### config.mk
export PLATFORM = sky130hd
export DESIGN_NAME = fetch_ctrl
export DESIGN_NICKNAME = d
export VERILOG_FILES = /design/src/rtl/fetch_ctrl.sv
export SDC_FILE = /design/constraint.sdc
export NUM_CORES = 1
export LEC_CHECK = 0
export CORE_MARGIN = 5
export CORE_UTILIZATION = 30
export DETAILED_ROUTE_END_ITERATION = 16
export PLACE_DENSITY = 0.51
export SLEW_MARGIN = 20
export SYNTH_ARGS = -nofsm -noshare
export SYNTH_HDL_FRONTEND = slang
export SYNTH_SLANG_ARGS = --single-unit
### constraint.sdc
create_clock -name clk -period 2.47 [get_ports clk]
set_clock_uncertainty 0.1 [all_clocks]
set_input_delay 0.494 -clock clk [delete_from_list [all_inputs] [get_ports clk]]
set_output_delay 0.494 -clock clk [all_outputs]
set_load 0.005 [all_outputs]
### src/rtl/fetch_ctrl.sv
// Instruction fetch controller: one outstanding imem read, 1-entry skid buffer, branch kill/redirect.
// Latency: word on ack -> if_valid next cycle; each completed read is followed by one idle request cycle.
// Backpressure: freeze holds the output; a word returning into a busy slot parks in the buffer and fetch pauses.

module fetch_ctrl #(
    parameter logic [31:0] RESET_PC = 32'h0000_0000
) (
    input  logic        clk,
    input  logic        rst,
    input  logic        freeze,
    input  logic        br_taken,
    input  logic [31:0] br_target,
    output logic        imem_req,
    output logic [31:0] imem_addr,
    input  logic        imem_ack,
    input  logic [31:0] imem_rdata,
    output logic        if_valid,
    output logic [31:0] if_pc,
    output logic [31:0] if_instr,
    output logic [15:0] stall_cnt
);

    typedef enum logic [1:0] {ST_IDLE, ST_REQ, ST_HOLD, ST_KILL} state_t;

    state_t      r_state;
    state_t      w_state_n;
    logic [31:0] r_pc;
    logic [31:0] w_pc_n;
    logic [31:0] r_addr;
    logic [31:0] w_addr_n;
    logic        r_req;
    logic        w_req_n;
    logic [31:0] r_buf_pc;
    logic [31:0] r_buf_instr;
    logic        r_valid;
    logic        w_valid_n;
    logic [31:0] r_if_pc;
    logic [31:0] r_if_instr;
    logic [15:0] r_stall;
    logic        w_ack;
    logic        w_free;
    logic        w_out_mem;
    logic        w_out_buf;
    logic        w_buf_ld;
    logic [31:0] w_br_pc;
    logic [31:0] w_pc_inc;
    logic [1:0]  w_unused_tgt;

    // A request is live only while r_req is high; acks at any other time are noise.
    assign w_ack        = r_req & imem_ack;
    assign w_free       = ~r_valid | ~freeze;
    assign w_br_pc      = {br_target[31:2], 2'b00};
    assign w_pc_inc     = r_pc + 32'd4;
    assign w_unused_tgt = br_target[1:0];

    always_comb begin
        w_state_n = r_state;
        w_pc_n    = r_pc;
        w_valid_n = r_valid & freeze;
        w_out_mem = 1'b0;
        w_out_buf = 1'b0;
        w_buf_ld  = 1'b0;
        case (r_state)
            ST_IDLE: begin
                w_state_n = ST_REQ;
                if (br_taken) begin
                    w_pc_n    = w_br_pc;
                    w_valid_n = 1'b0;
                end
            end
            ST_REQ: begin
                if (br_taken) begin
                    w_pc_n    = w_br_pc;
                    w_valid_n = 1'b0;
                    w_state_n = (r_req & ~imem_ack) ? ST_KILL : ST_REQ;
                end else if (w_ack) begin
                    w_pc_n = w_pc_inc;
                    if (w_free) begin
                        w_out_mem = 1'b1;
                        w_valid_n = 1'b1;
                    end else begin
                        w_buf_ld  = 1'b1;
                        w_state_n = ST_HOLD;
                    end
                end
            end
            ST_HOLD: begin
                if (br_taken) begin
                    w_pc_n    = w_br_pc;
                    w_valid_n = 1'b0;
                    w_state_n = ST_REQ;
                end else if (!freeze) begin
                    w_out_buf = 1'b1;
                    w_valid_n = 1'b1;
                    w_state_n = ST_REQ;
                end
            end
            ST_KILL: begin
                if (br_taken) begin
                    w_pc_n    = w_br_pc;
                    w_valid_n = 1'b0;
                end
                if (imem_ack) begin
                    w_state_n = ST_REQ;
                end
            end
            default: w_state_n = ST_IDLE;
        endcase
        // Completing a read always forces one request-free cycle before the next one.
        w_req_n  = ((w_state_n == ST_REQ) || (w_state_n == ST_KILL)) && !w_ack;
        // The killed read keeps its address on the bus until memory answers it.
        w_addr_n = (w_state_n == ST_KILL) ? r_addr : w_pc_n;
    end

    always_ff @(posedge clk or negedge rst) begin
        if (!rst) begin
            r_state     <= ST_IDLE;
            r_pc        <= RESET_PC;
            r_addr      <= RESET_PC;
            r_req       <= 1'b0;
            r_buf_pc    <= 32'd0;
            r_buf_instr <= 32'd0;
            r_valid     <= 1'b0;
            r_if_pc     <= 32'd0;
            r_if_instr  <= 32'd0;
            r_stall     <= 16'd0;
        end else begin
            r_state <= w_state_n;
            r_pc    <= w_pc_n;
            r_addr  <= w_addr_n;
            r_req   <= w_req_n;
            r_valid <= w_valid_n;
            if (w_buf_ld) begin
                r_buf_pc    <= r_pc;
                r_buf_instr <= imem_rdata;
            end
            if (w_out_mem) begin
                r_if_pc    <= r_pc;
                r_if_instr <= imem_rdata;
            end else if (w_out_buf) begin
                r_if_pc    <= r_buf_pc;
                r_if_instr <= r_buf_instr;
            end
            if (r_req && !imem_ack && (r_stall != 16'hFFFF)) begin
                r_stall <= r_stall + 16'd1;
            end
        end
    end

    assign imem_req  = r_req;
    assign imem_addr = r_addr;
    assign if_valid  = r_valid;
    assign if_pc     = r_if_pc;
    assign if_instr  = r_if_instr;
    assign stall_cnt = r_stall;

endmodule

==> impl_results.md <==
- Outcome: complete, no violations
- Slew margin rel.: 60.8%
- Util after Layout: 41.9%
- DRT antenna net count: 0
- First-pass GRT wire length: 40.1 mm
- HP Class: in -> reg
- CP delay by family, top: simple AND/OR/NAND/NOR gates
- Max Freq: 436 MHz
- Mapped Area: 9350 um2
- Num ports: 183
- Final Cycle Share: 92.8%
- GRT Total Usage: 13.9%
- Gr ovfl total: 0
- Htree depth: 1
- Later-pin clock latency in the skew report: 0.51 ns
- Largest net degree at the start of global routing: 71
- Finish-stage setup viols: 0
- Number of synthesized flops with an enable pin: 0
- Crit-path slowest cell: dfrtp_1
- Slew Viols, Final: 0
- Routed vias/inst: 4.72
- Setup TNS: 0 ns
- First-pass DRT Iterations: 5
- CP endpoint kind: flop
- TritonCTS Buffers: 25
- Seq/Total Area, Yosys: 56.7%
- Post-Synth Simple-Gate Area: 9.42%
- RePlAce Congestion: 0.727
- Mean Syn Cell Area: 12.4 um2
- Flops & latches, synth: 212
- DR vias: 6546
- Die area: 34800 um2
- WL/cell: 17.6 um
- Multiplexer share of the synthesized area: 22.6%
- Die extent in x: 187 um
- VDD IR max: 463 uV
- Net count, final: 1050
- Synth Instances: 754
- CP peak stage delay: 0.42 ns
- Clock root buffer: clkbuf_16
- WP buf/inv: 2
- Total power: 12400 uW
- Area growth, synth to finish: 37.3%
- Post-synth ARST share: 100%
- Distinct cells, synth: 42
- Core Footprint: 30700 um2
- Commonest non-fill, non-tap cells in the layout: dfrtp_1, clkdlybuf4s50_1, mux2_2
- Largest family of logic cells by synthesized area: multiplexers
- Arrival time worst endpoint: 2.59 ns
- Initial DRC Count: 306
- Initial antenna violation count: 3
- Final instance count without filler cells: 1388
- Post-CTS Resized: 0
- Vias in the first global route: 6866
- Critical Path Fanout Max: 5
- Ant diodes: 0
- Post-Route WL: 24.4 mm
- Port Buf Inserts: 180
- Leak: 0.00546 uW
- Ys flop type: dfrtp_1
- Adder-Cell Fraction of Synth Area: 0.936%
- Placement Cell Area: 12000 um2
- Fraction of layout cells with a size suffix above 1: 20.4%
- Synth Area in XOR/XNOR: 1.78%
- Placed insts: 1342
- Max-Cap Viols: 0
- CTS tree: built
- Initial Util: 30.5%
- Ys Warns: 0
- Setup crit start kind: flop
- Final instance area: 12800 um2
- Clock buffer depth: 3
- Die Y: 187 um
- Cts hold-fix bufs: 1
- RSZ-0062 raised after global routing: false
- Final Hold Vio Count: 0
- Power per cell area: 964 nW/um2
- DP Wirelength: 17.1 mm
- Net count after synthesis: 830
- Clock Sinks: 212
- DRC viols: 0
- WP data required: 2.77 ns
- Min cycle time layout: 2.29 ns
- Critical-path cell list: inv_1 > ha_1 > nand4b_2 > nor4_4 > buf_4 > and2_1 > a41oi_1 > mux2_2
- Row cnt: 64
- Commonest non-fill, non-tap cell in the layout: dfrtp_1
- Clock transition at path regs: 0.06 ns
- Crit path kind: reg -> reg
- Setup Buffers After CTS: 0
- Compound-cell area share of the yosys netlist: 6.07%
- Worst Max-Slew Pin Slew: 0.587 ns
## worst reg2reg max path, cell delays in order (launching register included)
cell	delay, ns
dfrtp_1	0.42
inv_1	0.12
ha_1	0.25
nand4b_2	0.16
nor4_4	0.30
buf_4	0.19
and2_1	0.19
a41oi_1	0.15
mux2_2	0.28
## where the power goes
group / internal [uW] / switching, uW
Sequential: 4530 / 726
Clock: 2280 / 1430
Combinational: 2140 / 1290
## cell families after synthesis
kind of cell             Yosys count
flip-flops                       212
multiplexers                     199
AND/OR/NAND/NOR                  171
AO/OA/AOI/OAI                    100
buffers and inverters             46
XOR/XNOR                          19
adder cells (fa/ha/maj)            7
## metrics by stage
step / hold WS [ns] / setup slack [ns]
2_1_floorplan: 0.0984 / 0.280
3_3_place_gp: 0.390 / -0.250
3_5_place_dp: 0.396 / -0.273
4_1_cts: 0.240 / 0.148
5_1_grt: 0.275 / 0.0562
6_report: 0.269 / 0.179
## cell type report
cell class / instances / area [um2]
inverter: 7 / 26.3
clock buffer: 39 / 748
multi-input combinational: 496 / 3840
fill: 2909 / 17800
clock inverter: 6 / 80.1
sequential: 212 / 5310
timing repair buffer: 232 / 2340
tap: 396 / 495
## sequential cells by signal (all words and copies together), names as in the netlist
| signal | cells |
|---|---|
| r_pc | 32 |
| if_pc | 32 |
| stall_cnt | 16 |
| imem_req | 1 |
| r_state | 2 |
| if_instr | 32 |
| if_valid | 1 |
| r_buf_pc | 32 |
| r_buf_instr | 32 |
| imem_addr | 32 |
## worst paths after layout
kind / start / end / slack (ns) / depth (start not counted)
setup / recovery: r_state[1] / imem_addr[31] / 0.18 / 8
hold / removal: br_taken / if_valid / 0.27 / 3
hold reg to reg: r_buf_instr[0] / r_buf_instr[0] / 0.40 / 1
max in group asynchronous: rst / r_pc[5] / 1.13 / 3
setup reg to reg: r_state[1] / imem_addr[31] / 0.18 / 8
min in group asynchronous: rst / imem_addr[23] / 0.44 / 2
## layer usage
metal	up-vias	share of wire, %	global-route usage (%)
met2	161	45	21.5
met4	6	1.3	2.55
met3	28	6.7	3.98
met5	-	0.18	0
met1	3206	47	19.8
li1	3145	-	-
## cell usage after synthesis, types with 2 or more instances
cell	instances	area (um2)
a211oi_1	3	22.5
a21boi_0	2	15.0
a21oi_1	7	35.0
a221oi_1	3	26.3
a31oi_1	10	62.6
and2_1	4	25.0
and3_1	7	43.8
and4_1	5	43.8
buf_2	20	100
buf_6	2	22.5
clkbuf_1	15	56.3
dfrtp_1	212	5310
ha_1	7	87.6
inv_1	7	26.3
mux2_2	101	1140
mux2i_1	98	981
nand2_1	81	304
nand2b_1	6	37.5
nand3_1	16	80.1
nand4_1	20	125
nor2_1	10	37.5
nor2b_1	5	31.3
nor3_1	5	25.0
nor4_4	2	42.5
o21ai_0	71	355
or2_2	2	12.5
xnor2_1	13	114
xor2_1	6	52.6
(Power assumes the default switching activity.)
